File: src/rtl/mips_fetch_pkg.sv
// rtl/mips_fetch_pkg.sv - shared encodings, fetch state enum and branch-offset helper
// Contents: PCSEL_* decoder pcMuxSel encodings, fetch_state_e, br_offset().
package mips_fetch_pkg;

    localparam logic [1:0] PCSEL_SEQ = 2'b00;
    localparam logic [1:0] PCSEL_BR  = 2'b01;
    localparam logic [1:0] PCSEL_JR  = 2'b10;
    localparam logic [1:0] PCSEL_J   = 2'b11;

    typedef enum logic [2:0] {
        S_IDLE,
        S_REQ,
        S_WAIT,
        S_VALID,
        S_HALT
    } fetch_state_e;

    // Sign-extended 16-bit immediate scaled to a byte offset.
    function automatic logic [31:0] br_offset(input logic [15:0] imm);
        return {{14{imm[15]}}, imm, 2'b00};
    endfunction

endpackage

File: src/rtl/mips_fetch_if.sv
// rtl/mips_fetch_if.sv - instruction-memory and decode-side handshake bundle of the fetch stage
// imem_req/imem_addr/imem_gnt/imem_rvalid/imem_rdata : single-outstanding fetch bus
// inst/inst_pc/inst_valid/inst_ready                 : instruction hand-off to decode
// ctl_pcsel/ctl_br_taken/ctl_jr_target/ctl_sys       : decoder feedback, valid on accept
// modport master: fetch stage side; modport slave: memory/decode side.
interface mips_fetch_if;
    logic        imem_req;
    logic [31:0] imem_addr;
    logic        imem_gnt;
    logic        imem_rvalid;
    logic [31:0] imem_rdata;
    logic [31:0] inst;
    logic [31:0] inst_pc;
    logic        inst_valid;
    logic        inst_ready;
    logic [1:0]  ctl_pcsel;
    logic        ctl_br_taken;
    logic [31:0] ctl_jr_target;
    logic        ctl_sys;

    modport master (
        output imem_req, imem_addr,
        input  imem_gnt, imem_rvalid, imem_rdata,
        output inst, inst_pc, inst_valid,
        input  inst_ready, ctl_pcsel, ctl_br_taken, ctl_jr_target, ctl_sys
    );

    modport slave (
        input  imem_req, imem_addr,
        output imem_gnt, imem_rvalid, imem_rdata,
        input  inst, inst_pc, inst_valid,
        output inst_ready, ctl_pcsel, ctl_br_taken, ctl_jr_target, ctl_sys
    );
endinterface

File: src/rtl/mips_fetch_next_pc.sv
// rtl/mips_fetch_next_pc.sv - combinational next-PC / redirect target computation (module mips_next_pc)
// Inputs : pc (PC of the accepted inst), inst[25:0] (immediate / instr_index field),
//          ctl_pcsel, ctl_br_taken, ctl_jr_target
// Outputs: seq_pc (pc+4), redirect, target, misaligned (redirect target not word aligned)
module mips_next_pc
    import mips_fetch_pkg::*;
(
    input  logic [31:0] pc,
    input  logic [25:0] inst,
    input  logic [1:0]  ctl_pcsel,
    input  logic        ctl_br_taken,
    input  logic [31:0] ctl_jr_target,
    output logic [31:0] seq_pc,
    output logic        redirect,
    output logic [31:0] target,
    output logic        misaligned
);

    always_comb begin
        // Branch and jump targets are relative to the delay slot address.
        seq_pc   = pc + 32'd4;
        redirect = 1'b0;
        target   = seq_pc;
        case (ctl_pcsel)
            PCSEL_BR: begin
                redirect = ctl_br_taken;
                target   = seq_pc + br_offset(inst[15:0]);
            end
            PCSEL_JR: begin
                redirect = 1'b1;
                target   = ctl_jr_target;
            end
            PCSEL_J: begin
                redirect = 1'b1;
                target   = {seq_pc[31:28], inst, 2'b00};
            end
            default: begin
                redirect = 1'b0;
            end
        endcase
        misaligned = redirect && (target[1:0] != 2'b00);
    end

endmodule

File: src/rtl/mips_fetch.sv
// rtl/mips_fetch.sv - MIPS instruction fetch stage with single branch delay slot
// clk, rst     : clock, asynchronous active-high reset
// bus (master) : imem req/gnt/rvalid fetch bus and inst valid/ready hand-off with ctl_* feedback
// halted       : fetch stopped by syscall or misaligned redirect
// addr_err     : sticky misaligned-redirect flag
// perf_fetched, perf_stall : accept and stall counters, present only with MIPS_FETCH_PERF_EN
module mips_fetch
    import mips_fetch_pkg::*;
#(
    parameter logic [31:0] RESET_PC = 32'h0040_0000
) (
    input  logic          clk,
    input  logic          rst,
    mips_fetch_if.master  bus,
    output logic          halted,
    output logic          addr_err
`ifdef MIPS_FETCH_PERF_EN
    ,
    output logic [31:0]   perf_fetched,
    output logic [31:0]   perf_stall
`endif
);

    fetch_state_e state_q, state_d;
    logic [31:0]  fetch_pc_q, fetch_pc_d;
    logic [31:0]  inst_q, inst_d;
    logic [31:0]  inst_pc_q, inst_pc_d;
    logic         pend_valid_q, pend_valid_d;
    logic [31:0]  pend_target_q, pend_target_d;
    logic         pend_mis_q, pend_mis_d;
    logic         addr_err_q, addr_err_d;

    logic         accept;
    logic [31:0]  seq_pc;
    logic         redirect;
    logic [31:0]  target;
    logic         misaligned;

    mips_next_pc u_next_pc (
        .pc            (inst_pc_q),
        .inst          (inst_q[25:0]),
        .ctl_pcsel     (bus.ctl_pcsel),
        .ctl_br_taken  (bus.ctl_br_taken),
        .ctl_jr_target (bus.ctl_jr_target),
        .seq_pc        (seq_pc),
        .redirect      (redirect),
        .target        (target),
        .misaligned    (misaligned)
    );

    assign accept         = (state_q == S_VALID) && bus.inst_ready;
    assign bus.imem_addr  = fetch_pc_q;
    assign bus.inst       = inst_q;
    assign bus.inst_pc    = inst_pc_q;
    assign bus.inst_valid = (state_q == S_VALID);
    assign halted         = (state_q == S_HALT);
    assign addr_err       = addr_err_q;

    always_comb begin
        state_d       = state_q;
        fetch_pc_d    = fetch_pc_q;
        inst_d        = inst_q;
        inst_pc_d     = inst_pc_q;
        pend_valid_d  = pend_valid_q;
        pend_target_d = pend_target_q;
        pend_mis_d    = pend_mis_q;
        addr_err_d    = addr_err_q;
        bus.imem_req  = 1'b0;

        case (state_q)
            // Any rvalid left over from a request abandoned by reset lands here and is dropped.
            S_IDLE: state_d = S_REQ;
            S_REQ: begin
                bus.imem_req = 1'b1;
                if (bus.imem_gnt) begin
                    if (bus.imem_rvalid) begin
                        inst_d    = bus.imem_rdata;
                        inst_pc_d = fetch_pc_q;
                        state_d   = S_VALID;
                    end else begin
                        state_d = S_WAIT;
                    end
                end
            end
            S_WAIT: begin
                if (bus.imem_rvalid) begin
                    inst_d    = bus.imem_rdata;
                    inst_pc_d = fetch_pc_q;
                    state_d   = S_VALID;
                end
            end
            S_VALID: begin
                if (accept) begin
                    fetch_pc_d = seq_pc;
                    state_d    = S_REQ;
                    if (pend_valid_q) begin
                        // This is the delay slot: consume the latched redirect. A redirect
                        // decoded here (branch in delay slot) is ignored.
                        pend_valid_d = 1'b0;
                        if (pend_mis_q) begin
                            addr_err_d = 1'b1;
                            state_d    = S_HALT;
                        end else begin
                            fetch_pc_d = pend_target_q;
                        end
                    end else if (redirect) begin
                        pend_valid_d  = 1'b1;
                        pend_target_d = target;
                        pend_mis_d    = misaligned;
                    end
                    if (bus.ctl_sys) begin
                        state_d = S_HALT;
                    end
                end
            end
            S_HALT: state_d = S_HALT;
            default: state_d = S_IDLE;
        endcase
    end

    always_ff @(posedge clk or posedge rst) begin
        if (rst) begin
            state_q       <= S_IDLE;
            fetch_pc_q    <= RESET_PC;
            inst_q        <= 32'd0;
            inst_pc_q     <= 32'd0;
            pend_valid_q  <= 1'b0;
            pend_target_q <= 32'd0;
            pend_mis_q    <= 1'b0;
            addr_err_q    <= 1'b0;
        end else begin
            state_q       <= state_d;
            fetch_pc_q    <= fetch_pc_d;
            inst_q        <= inst_d;
            inst_pc_q     <= inst_pc_d;
            pend_valid_q  <= pend_valid_d;
            pend_target_q <= pend_target_d;
            pend_mis_q    <= pend_mis_d;
            addr_err_q    <= addr_err_d;
        end
    end

`ifdef MIPS_FETCH_PERF_EN
    logic [31:0] perf_fetched_q, perf_fetched_d;
    logic [31:0] perf_stall_q, perf_stall_d;

    always_comb begin
        perf_fetched_d = perf_fetched_q;
        perf_stall_d   = perf_stall_q;
        if (accept) begin
            perf_fetched_d = perf_fetched_q + 32'd1;
        end
        if (bus.inst_valid && !bus.inst_ready) begin
            perf_stall_d = perf_stall_q + 32'd1;
        end
    end

    always_ff @(posedge clk or posedge rst) begin
        if (rst) begin
            perf_fetched_q <= 32'd0;
            perf_stall_q   <= 32'd0;
        end else begin
            perf_fetched_q <= perf_fetched_d;
            perf_stall_q   <= perf_stall_d;
        end
    end

    assign perf_fetched = perf_fetched_q;
    assign perf_stall   = perf_stall_q;
`endif

endmodule

File: src/flat_wrapper.sv
// flat-port wrapper written by rule: the top's interface ports become plain ports
module mips_fetch_flat import mips_fetch_pkg::*;
#(
    parameter logic [31:0] RESET_PC = 32'h0040_0000
)
  (clk, rst, halted, addr_err, bus_imem_req, bus_imem_addr, bus_imem_gnt, bus_imem_rvalid, bus_imem_rdata, bus_inst, bus_inst_pc, bus_inst_valid, bus_inst_ready, bus_ctl_pcsel, bus_ctl_br_taken, bus_ctl_jr_target, bus_ctl_sys);
  mips_fetch_if bus_i ();
  input  logic clk;
  input  logic rst;
  output logic halted;
  output logic addr_err;
  output wire logic [$bits(bus_i.imem_req)-1:0] bus_imem_req;
  output wire logic [$bits(bus_i.imem_addr)-1:0] bus_imem_addr;
  input wire logic [$bits(bus_i.imem_gnt)-1:0] bus_imem_gnt;
  input wire logic [$bits(bus_i.imem_rvalid)-1:0] bus_imem_rvalid;
  input wire logic [$bits(bus_i.imem_rdata)-1:0] bus_imem_rdata;
  output wire logic [$bits(bus_i.inst)-1:0] bus_inst;
  output wire logic [$bits(bus_i.inst_pc)-1:0] bus_inst_pc;
  output wire logic [$bits(bus_i.inst_valid)-1:0] bus_inst_valid;
  input wire logic [$bits(bus_i.inst_ready)-1:0] bus_inst_ready;
  input wire logic [$bits(bus_i.ctl_pcsel)-1:0] bus_ctl_pcsel;
  input wire logic [$bits(bus_i.ctl_br_taken)-1:0] bus_ctl_br_taken;
  input wire logic [$bits(bus_i.ctl_jr_target)-1:0] bus_ctl_jr_target;
  input wire logic [$bits(bus_i.ctl_sys)-1:0] bus_ctl_sys;
  assign bus_imem_req = bus_i.imem_req;
  assign bus_imem_addr = bus_i.imem_addr;
  assign bus_i.imem_gnt = bus_imem_gnt;
  assign bus_i.imem_rvalid = bus_imem_rvalid;
  assign bus_i.imem_rdata = bus_imem_rdata;
  assign bus_inst = bus_i.inst;
  assign bus_inst_pc = bus_i.inst_pc;
  assign bus_inst_valid = bus_i.inst_valid;
  assign bus_i.inst_ready = bus_inst_ready;
  assign bus_i.ctl_pcsel = bus_ctl_pcsel;
  assign bus_i.ctl_br_taken = bus_ctl_br_taken;
  assign bus_i.ctl_jr_target = bus_ctl_jr_target;
  assign bus_i.ctl_sys = bus_ctl_sys;
  mips_fetch #(.RESET_PC(RESET_PC)) u_core (.clk(clk), .rst(rst), .bus(bus_i), .halted(halted), .addr_err(addr_err));
endmodule
File: config.mk
export PLATFORM = sky130hd
export DESIGN_NAME = mips_fetch_flat
export DESIGN_NICKNAME = d
export VERILOG_FILES = /design/src/rtl/mips_fetch_pkg.sv /design/src/rtl/mips_fetch_if.sv /design/src/rtl/mips_fetch_next_pc.sv /design/src/rtl/mips_fetch.sv /design/src/flat_wrapper.sv
export SDC_FILE = /design/constraint.sdc
export NUM_CORES = 1
export LEC_CHECK = 0
export CAP_MARGIN = 0
export CORE_UTILIZATION = 52
export CTS_BUF_LIST = sky130_fd_sc_hd__clkbuf_2
export CTS_CLUSTER_SIZE = 10
export DETAILED_ROUTE_END_ITERATION = 8
export MAX_ROUTING_LAYER = met4
export PLACE_DENSITY_LB_ADDON = 0.08
export SKIP_CTS_REPAIR_TIMING = 1
export SYNTH_ARGS = -nofsm -noshare
export SYNTH_HDL_FRONTEND = slang
export SYNTH_HIERARCHICAL = 1
export SYNTH_SLANG_ARGS = --single-unit
File: constraint.sdc
create_clock -name clk -period 6.4 [get_ports clk]
set_input_delay 1.28 -clock clk [delete_from_list [all_inputs] [get_ports clk]]
set_output_delay 1.28 -clock clk [all_outputs]
set_load 0.005 [all_outputs]
**Word level (Yosys, flattened, before mapping)**

Cells that the tools add are included.
W data, S select, Z words.

- Eq/ne operators: 10
- Reductions and logical operators: 11
- Bitwise gates (word level): 1
- Add/sub/neg operators: 2
- Muxes and demuxes: 21

Operators with widths:

| cell | count |
|---|---|
| $mux W32 | 6 |
| $pmux W32 S2 | 2 |
| $pmux W32 S3 | 1 |
| $add A32 B3 Y32 const B | 1 |
| $add A32 B32 Y32 | 1 |
| $mux W3 | 6 |
| $pmux W3 S5 | 1 |
| $reduce_and A4 Y1 | 2 |
| $eq A3 B2 Y1 const B | 2 |
| $eq A2 B2 Y1 const B | 2 |
| $mux W1 | 4 |
| $ne A2 B2 Y1 const B | 2 |
| $reduce_and A2 Y1 | 2 |
| $reduce_bool A2 Y1 | 2 |
| $eq A3 B1 Y1 const B | 1 |
| $eq A3 B3 Y1 const B | 1 |
| $logic_not A3 Y1 | 1 |
| $reduce_and A3 Y1 | 1 |
| $eq A2 B1 Y1 const B | 1 |
| $logic_and A1 B1 Y1 | 2 |
| $ne A2 B1 Y1 const B | 1 |
| $pmux W1 S2 | 1 |
| $reduce_or A2 Y1 | 1 |
| $not A1 Y1 | 1 |

- Output and inout bits: 100
- Bits of input ports: 73
- Register bits: 134
- Word-level logic and storage cells: 53

**Logic depth before layout (Yosys ltp)**

Gate-level depths: netlist of the first run.

- Word-level depth: 5
- Depth in mapped cells: 17
- Gate-level depth less buffers: 16

**By module**

Netlist of the first run, hierarchy kept.

By module, submodules not included:

| module | cells an instance | seq. area each (um2) | instances | area an instance (um2) |
|---|---|---|---|---|
| mips_fetch | 380 | 3354.5 | 1 | 5426.5 |
| mips_next_pc | 395 | 0.0 | 1 | 3054.2 |

**Worst setup path after synthesis of the first run**

Ideal clock, no wire load.

- Kind: flip-flop to flip-flop
- Start: register u_core.inst_pc_q[2], in the netlist u_core/bus.inst_pc[2]
- End: register u_core.pend_target_q[23]
- Buffers on the path: 1
- Data arrival time: 3.684 ns
- Slack: 2.591 ns
- Clock period less this slack: 3.809 ns
- Data required time: 6.275 ns
- Cell stages (with the launch flop): 16
- Setup time: 0.125 ns
- Cell sequence: dfrtp_1 ha_1 nand4_1 nor4_4 nand3_1 xnor2_1 ha_1 clkbuf_1 nand2_1 a21oi_1 a221oi_2 a31oi_2 o32ai_4 xnor2_1 mux4_2 mux2_2

- Word-level cells in the longest chain between the ends: 3

RTL lines:

| what | RTL line | source |
|---|---|---|
| start: declaration | mips_fetch.sv:27 | `logic [31:0] inst_pc_q, inst_pc_d;` |
| start signal: assignment | mips_fetch.sv:135 | `inst_pc_q <= inst_pc_d;` |
| $add A32 B3 Y32 | mips_fetch_next_pc.sv:21 | `seq_pc = pc + 32'd4;` |
| via u_core.seq_pc[18] | mips_fetch.sv:34 | `logic [31:0] seq_pc;` |
| $add A32 B32 Y32 | mips_fetch_next_pc.sv:27 | `target = seq_pc + br_offset(inst[15:0]);` |
| $pmux W32 S3 | mips_fetch_next_pc.sv:24 | `case (ctl_pcsel)` |
| via u_core.target[23] | mips_fetch.sv:36 | `logic [31:0] target;` |
| end signal: assignment | mips_fetch.sv:137 | `pend_target_q <= pend_target_d;` |
| end: declaration | mips_fetch.sv:29 | `logic [31:0] pend_target_q, pend_target_d;` |

The timed path passes the listed nets, and every way through them passes these cells.
A chain may end at the register's enable or synchronous reset.

**Worst setup path in the final report of the first run**

- Start: register u_core.inst_pc_q[2], in the netlist u_core/bus.inst_pc[2]
- End: register u_core.pend_target_q[31]

The elaborated chain is that of the path after synthesis.

==> results.json, run 1 <==
{
  "status": "finished, final reports clean",
  "numCtsBuffers": 17,
  "core_area_um2": 15890,
  "fmax_mhz": 219.0,
  "p_int_mw": 2.753,
  "stdcell_area_um2": 10540,
  "finalSetupTns_ps": 0,
  "setup_viol": 0,
  "ios": 173,
  "dpl.hpwl_um": 15690,
  "synth_area_um2": 8481,
  "power_density_nw_per_um2": 440.7,
  "area_growth_pct": 24.28,
  "cp_common_cell": "ha_1",
  "final_util_pct": 66.35,
  "period_share_pct": 71.36,
  "clockPowerShare_pct": 11.7,
  "syn_nets": 883,
  "synth.avg_cell_area_um2": 10.94,
  "power_frac_comb_pct": 54.9,
  "drtAntennaViolNets": 0,
  "wl_per_cell_um": 18.81,
  "dieArea_um2": 16820,
  "start_util_pct": 53.39,
  "start_kind": "flop",
  "rows": 46,
  "seq_power_share_pct": 33.4,
  "synthXorXnorAreaFrac_pct": 5.164,
  "skew_ps": 35.48,
  "rsz0062_at_grt": "false",
  "synth_top_family_by_area": "multiplexers",
  "netlist-cell-type-count": 73,
  "hold_violations": 0,
  "slew_viol_final": 0,
  "vdd_ir_drop_max_mv": 0.2080,
  "synth_edf_count": 0,
  "clock_latency_ps": 720,
  "p_total_mw": 4.645,
  "grt_overflow": 0,
  "slowest_delay_ps": 710,
  "dieHeight_um": 129.7,
  "synth_fa_ha_area_share_pct": 5.252,
  "place.gp.congestion": 0.8721,
  "drt_first_pass_iters": 4,
  "drc": 0,
  "cp_max_fo": 8,
  "crit_required_ps": 7000,
  "synthArstFlopShare_pct": 100.0,
  "worstPathCellList": "ha_1 > nand4_1 > nor4_4 > nand3_1 > xnor2_1 > ha_1 > nand2_1 > a21oi_1 > a221oi_2 > a31oi_2 > o31ai_1 > a21boi_0 > nor4_1 > a311oi_1 > mux2_2",
  "grt_pass1_vias": 6648,
  "portBuffers": 172,
  "layout_min_cycle_time_ps": 4567,
  "cts_root_buf": "clkbuf_2",
  "die_x_um": 129.7,
  "arrival_ps": 5170,
  "dpl_cell_area_um2": 10280,
  "tightest_slew_ps": 1128,
  "synth-seq-cells": 134,
  "hold_path.class": "flop to flop",
  "synthFlopType": "dfrtp_1",
  "slew_headroom_pct": 24.61,
  "clockBufferDepth": 2,
  "synth-compound-area-share_pct": 11.18,
  "synth_warnings": 6,
  "clk_pin_slew_ps": 220,
  "via_count": 6711,
  "htree_levels": 4,
  "cts_tree": "done",
  "final_cell_mix": "clkdlybuf4s50_1 (170), dfrtp_1 (133), mux2_2 (90), nand2_1 (67), o21ai_0 (50)",
  "grt_pass1_wl_um": 34720,
  "final_nets": 1037,
  "synth-simple-area-share_pct": 11.61,
  "wirelength_um": 21800,
  "clkSinkCount": 134,
  "switchingPower_mw": 1.892,
  "antenna_found_initial": 1,
  "path_class": "flop to flop",
  "swShare_pct": 40.73,
  "via_per_inst": 5.790,
  "critPathTopFamily": "simple AND/OR/NAND/NOR gates",
  "p_leak_nw": 4.719,
  "path_buf_inv": 0,
  "cp-end-kind": "flop",
  "synth_mux_area_share_pct": 23.46,
  "crit_slowest_cell": "nor4_4",
  "seq_area_frac_synth_pct": 39.55,
  "drv_cap": 0,
  "grt_max_degree": 88,
  "track_usage_pct": 27.95,
  "layout_commonest_cell": "clkdlybuf4s50_1",
  "drive_gt1_share_pct": 17.94,
  "synth_cells": 775,
  "drtIter0Drc": 349
}
## final timing paths
check / endpoint / cells past startpoint / startpoint / slack [ps]
min: u_core/addr_err / 1 / u_core/addr_err / 510
min in group asynchronous: u_core/bus.inst_pc[16] / 2 / rst / 1040
max in group asynchronous: u_core/bus.imem_addr[30] / 3 / rst / 4240
max: u_core/pend_target_q[31] / 15 / u_core/bus.inst_pc[2] / 1830
min reg2reg: u_core/addr_err / 1 / u_core/addr_err / 510
max reg2reg: u_core/pend_target_q[31] / 15 / u_core/bus.inst_pc[2] / 1830
## metal layers
metal / share of wire (%) / routed length, um / GRT usage (%) / vias to the layer above
met5: 0 / 0 / - / -
met4: 1.5 / 331 / 8.892 / 0
met3: 5.5 / 1200 / 4.715 / 27
met2: 48 / 10510 / 43.91 / 207
met1: 45 / 9755 / 37.02 / 3332
li1: - / - / - / 3145
## synthesized netlist by cell type, types with 4 or more instances
master    number  area (um2)
mux4_2        21       473.0
o21bai_1       4       30.03
a21o_1        14       105.1
nand3_1       29       145.1
nor3_1         4       20.02
xnor2_1       31       271.5
o21ai_0       50       250.2
a21oi_1       31       155.2
nand4_1       14       87.58
and3_1         7       43.79
buf_6          4       45.04
nor2b_1        7       43.79
o211ai_1       6       45.04
mux2_1        10       112.6
nand2b_1       8       50.05
clkbuf_1      22       82.58
mux2i_1       39       390.4
inv_1         24       90.09
mux2_2        90        1013
xor2_1        19       166.4
ha_1          34       425.4
nor2_1        22       82.58
buf_2          6       30.03
nand2_1       67       251.5
dfrtp_1      133        3328
buf_4          8       60.06
a21boi_0       4       30.03
a31oi_1        4       25.02
## layout make-up
type / count / area [um2]
tap: 216 / 270.3
sequential: 134 / 3354
clock inverter: 15 / 167.7
multi-input combinational: 574 / 4808
inverter: 24 / 95.09
fill: 1273 / 5345
timing repair buffer: 178 / 1757
clock buffer: 17 / 85.08
antenna: 1 / 2.502
## power by group through the flow
stage	logic (mW)	clock network, mW	registers, mW
after floorplan	1.67	0	1.47
final	2.55	0.544	1.55
after global routing	2.79	0.598	1.61
after detailed placement	2.53	0	1.57
after global placement	2.47	0	1.54
after CTS	2.54	0.564	1.55
## state kept, by name (all words and copies together), names as in the netlist
register / cells
u_core/addr_err: 1
u_core/pend_valid_q: 1
u_core/pend_mis_q: 1
u_core/bus.inst: 32
u_core/state_q: 3
u_core/pend_target_q: 32
u_core/bus.inst_pc: 32
u_core/bus.imem_addr: 32
## per-stage QoR
step	instances	hold WS [ps]	worst slack, ps
global route	1159	548.0	1568
detailed placement	1126	472.4	1903
CTS	1158	521.0	1836
finish	1159	514.0	1833
global placement	1126	454.4	2080
floorplan	775	457.4	1539
## worst register-to-register path: cells and delay by family, from the launching register on
| kind | cells | cell delay (ps) |
|---|---|---|
| AOI/OAI and AO/OA | 6 | 1240 |
| xor gates and xnor gates | 1 | 290 |
| DFF | 1 | 490 |
| adders and majority gates | 2 | 630 |
| muxes | 1 | 300 |
| and+or+nand+nor | 5 | 1510 |
## kinds of logic (layout without fill, tap and decap cells)
family	Yosys count	count (layout)
other	0	1
multiplexers	160	160
AO/OA/AOI/OAI	146	146
adder cells (fa/ha/maj)	35	35
XOR/XNOR	50	50
AND/OR/NAND/NOR	183	183
flip-flops	134	134
buffers and inverters	67	234
Note: power is estimated with default switching activity, not from simulation.
==> run 2: changes to the inputs <==
- clock period: 6.4 -> 4.7 ns (I/O delays scaled with it)
==> run 2 against run 1 <==
Non-clock buffer count grew 7. Sequential power grew 36%. Hold slack lost 0.68 ps. Power grew 35%. Global-route usage grew 0.055 points. Combinational power grew 37%. Clock-buffer cell count grew 1. Core utilization grew 0.22 points. Final cell count grew 0.60%. Die area is the same. Routed wire length grew 1.8%. Highest routed layer unchanged.
==> results.json, run 2 (synthesis results as in run 1) <==
{
  "status": "finished, final reports clean",
  "rsz0062_at_grt": "false",
  "clk_pin_slew_ps": 230,
  "setup_viol": 0,
  "core_area_um2": 15890,
  "slowest_delay_ps": 500,
  "cts_root_buf": "clkbuf_2",
  "wirelength_um": 22190,
  "crit_required_ps": 5310,
  "start_kind": "flop",
  "drt_first_pass_iters": 5,
  "min_to": "u_core/addr_err",
  "layout_commonest_cell": "clkdlybuf4s50_1",
  "rr_startpoint": "u_core/bus.inst_pc[4]",
  "p_int_mw": 3.700,
  "cp-end-kind": "flop",
  "min_from": "u_core/addr_err",
  "slew_viol_final": 0,
  "drive_gt1_share_pct": 18.76,
  "power_density_nw_per_um2": 592.6,
  "multi_input_area_um2": 4826,
  "cp_max_fo": 8,
  "swShare_pct": 40.96,
  "clockBufferDepth": 2,
  "clockPowerShare_pct": 10.6,
  "slew_headroom_pct": 27.03,
  "place.gp.congestion": 0.8853,
  "crit_slowest_cell": "dfrtp_1",
  "final_util_pct": 66.57,
  "clock_latency_ps": 720,
  "drc": 0,
  "dieArea_um2": 16820,
  "power_frac_comb_pct": 55.8,
  "htree_levels": 4,
  "p_leak_nw": 4.735,
  "drv_cap": 0,
  "r2r-end": "u_core/pend_target_q[26]",
  "skew_ps": 32.70,
  "track_usage_pct": 28.01,
  "antenna_found_initial": 1,
  "arrival_ps": 5000,
  "fmax_mhz": 227.9,
  "ios": 173,
  "final_nets": 1044,
  "dieHeight_um": 129.7,
  "grt_pass1_vias": 6638,
  "drtIter0Drc": 322,
  "grt_max_degree": 118,
  "rows": 46,
  "die_x_um": 129.7,
  "switchingPower_mw": 2.567,
  "period_share_pct": 93.35,
  "via_per_inst": 5.765,
  "grt_overflow": 0,
  "final_cell_mix": "clkdlybuf4s50_1 (170), dfrtp_1 (133), mux2_2 (90), nand2_1 (67), o21ai_0 (50)",
  "grt_pass1_wl_um": 34850,
  "clkSinkCount": 134,
  "layout_min_cycle_time_ps": 4387,
  "worstPathCellList": "nand3_1 > nor4_4 > nor2b_2 > nand2_1 > xnor2_1 > ha_1 > a21o_1 > a21o_1 > a221oi_1 > or2_2 > a41oi_1 > o21ai_0 > o32a_1 > o221ai_1 > mux2_2",
  "hold_violations": 0,
  "seqCellArea_um2": 3354,
  "wl_per_cell_um": 19.03,
  "cts_tree": "done",
  "cp_common_cell": "a21o_1",
  "dpl.hpwl_um": 16020,
  "r2r_slack_ps": 310,
  "portBuffers": 172,
  "vdd_ir_drop_max_mv": 0.2838,
  "finalSetupTns_ps": 0,
  "start_util_pct": 53.39,
  "drtAntennaViolNets": 0,
  "fillCellCount": 1284,
  "r2r_cells": 15,
  "hold_path.class": "flop to flop",
  "area_growth_pct": 24.70,
  "seq_power_share_pct": 33.6,
  "tightest_slew_ps": 1095,
  "hold_depth": 1,
  "path_class": "flop to flop",
  "via_count": 6722,
  "numCtsBuffers": 17
}
## run 2: cell count changes in the layout (fill, tap and decap cells not counted), sizes merged
cell,delta
buf,+7
clkinvlp,+2
inv,-2
bufinv,-1
clkbuf,+1
## run 2: power by group through the flow
| stage | sequential, mW | clock, mW | combinational, mW |
|---|---|---|---|
| floorplan | 2.00 | 0 | 2.27 |
| global placement | 2.10 | 0 | 3.37 |
| detailed placement | 2.14 | 0 | 3.46 |
| CTS | 2.11 | 0.682 | 3.48 |
| global route | 2.18 | 0.731 | 3.80 |
| finish | 2.11 | 0.663 | 3.50 |
## run 2: per-layer routing
layer  global-route usage (%)  vias up  wire [um]
li1                         -     3157          -
met1                    36.16     3341       9965
met2                    45.77      208      10850
met3                    5.207       16       1188
met4                    6.566        0        187
met5                        -        -          0
## run 2: cell type report
class                           count  area share [%]
Multi-Input combinational cell    574           45.63
Clock inverter                     14           1.207
Timing Repair Buffer              185           17.11
Antenna cell                        1         0.02366
Clock buffer                       18          0.8519
Sequential cell                   134           31.72
Tap cell                          216           2.556
Inverter                           24          0.8992
## run 2: per-stage QoR
stage | std cells | setup slack [ps] | hold WS, ps | power, mW | instance area [um2]
2_1_floorplan | 775 | 178.9 | 457.4 | 4.276 | 8481
3_3_place_gp | 1131 | 390.3 | 453.5 | 5.470 | 10320
3_5_place_dp | 1131 | 281.3 | 473.6 | 5.600 | 10320
4_1_cts | 1163 | 249.2 | 519.4 | 6.277 | 10540
5_1_grt | 1166 | 24.26 | 535.3 | 6.715 | 10580
6_report | 1166 | 312.5 | 513.4 | 6.267 | 10580
## run 2: how the worst max path moves through the flow
stage          cells past startpoint             startpoint                        to  slack, ps
2_1_floorplan                      1                    rst           u_core/addr_err        180
3_3_place_gp                      14  u_core/bus.inst_pc[2]  u_core/pend_target_q[23]        390
3_5_place_dp                      15  u_core/bus.inst_pc[2]  u_core/pend_target_q[28]        280
4_1_cts                           14  u_core/bus.inst_pc[2]  u_core/pend_target_q[26]        250
5_1_grt                           15  u_core/bus.inst_pc[7]  u_core/pend_target_q[26]         20
6_report                          15  u_core/bus.inst_pc[4]  u_core/pend_target_q[26]        310
## run 2: critical path, delay by kind of cell (launching register included)
family	cells	cell delay (ps)
adder cells (fa/ha/maj)	1	370
AND/OR/NAND/NOR	5	1270
multiplexers	1	290
XOR/XNOR	1	270
AO/OA/AOI/OAI	7	1580
flip-flops	1	500
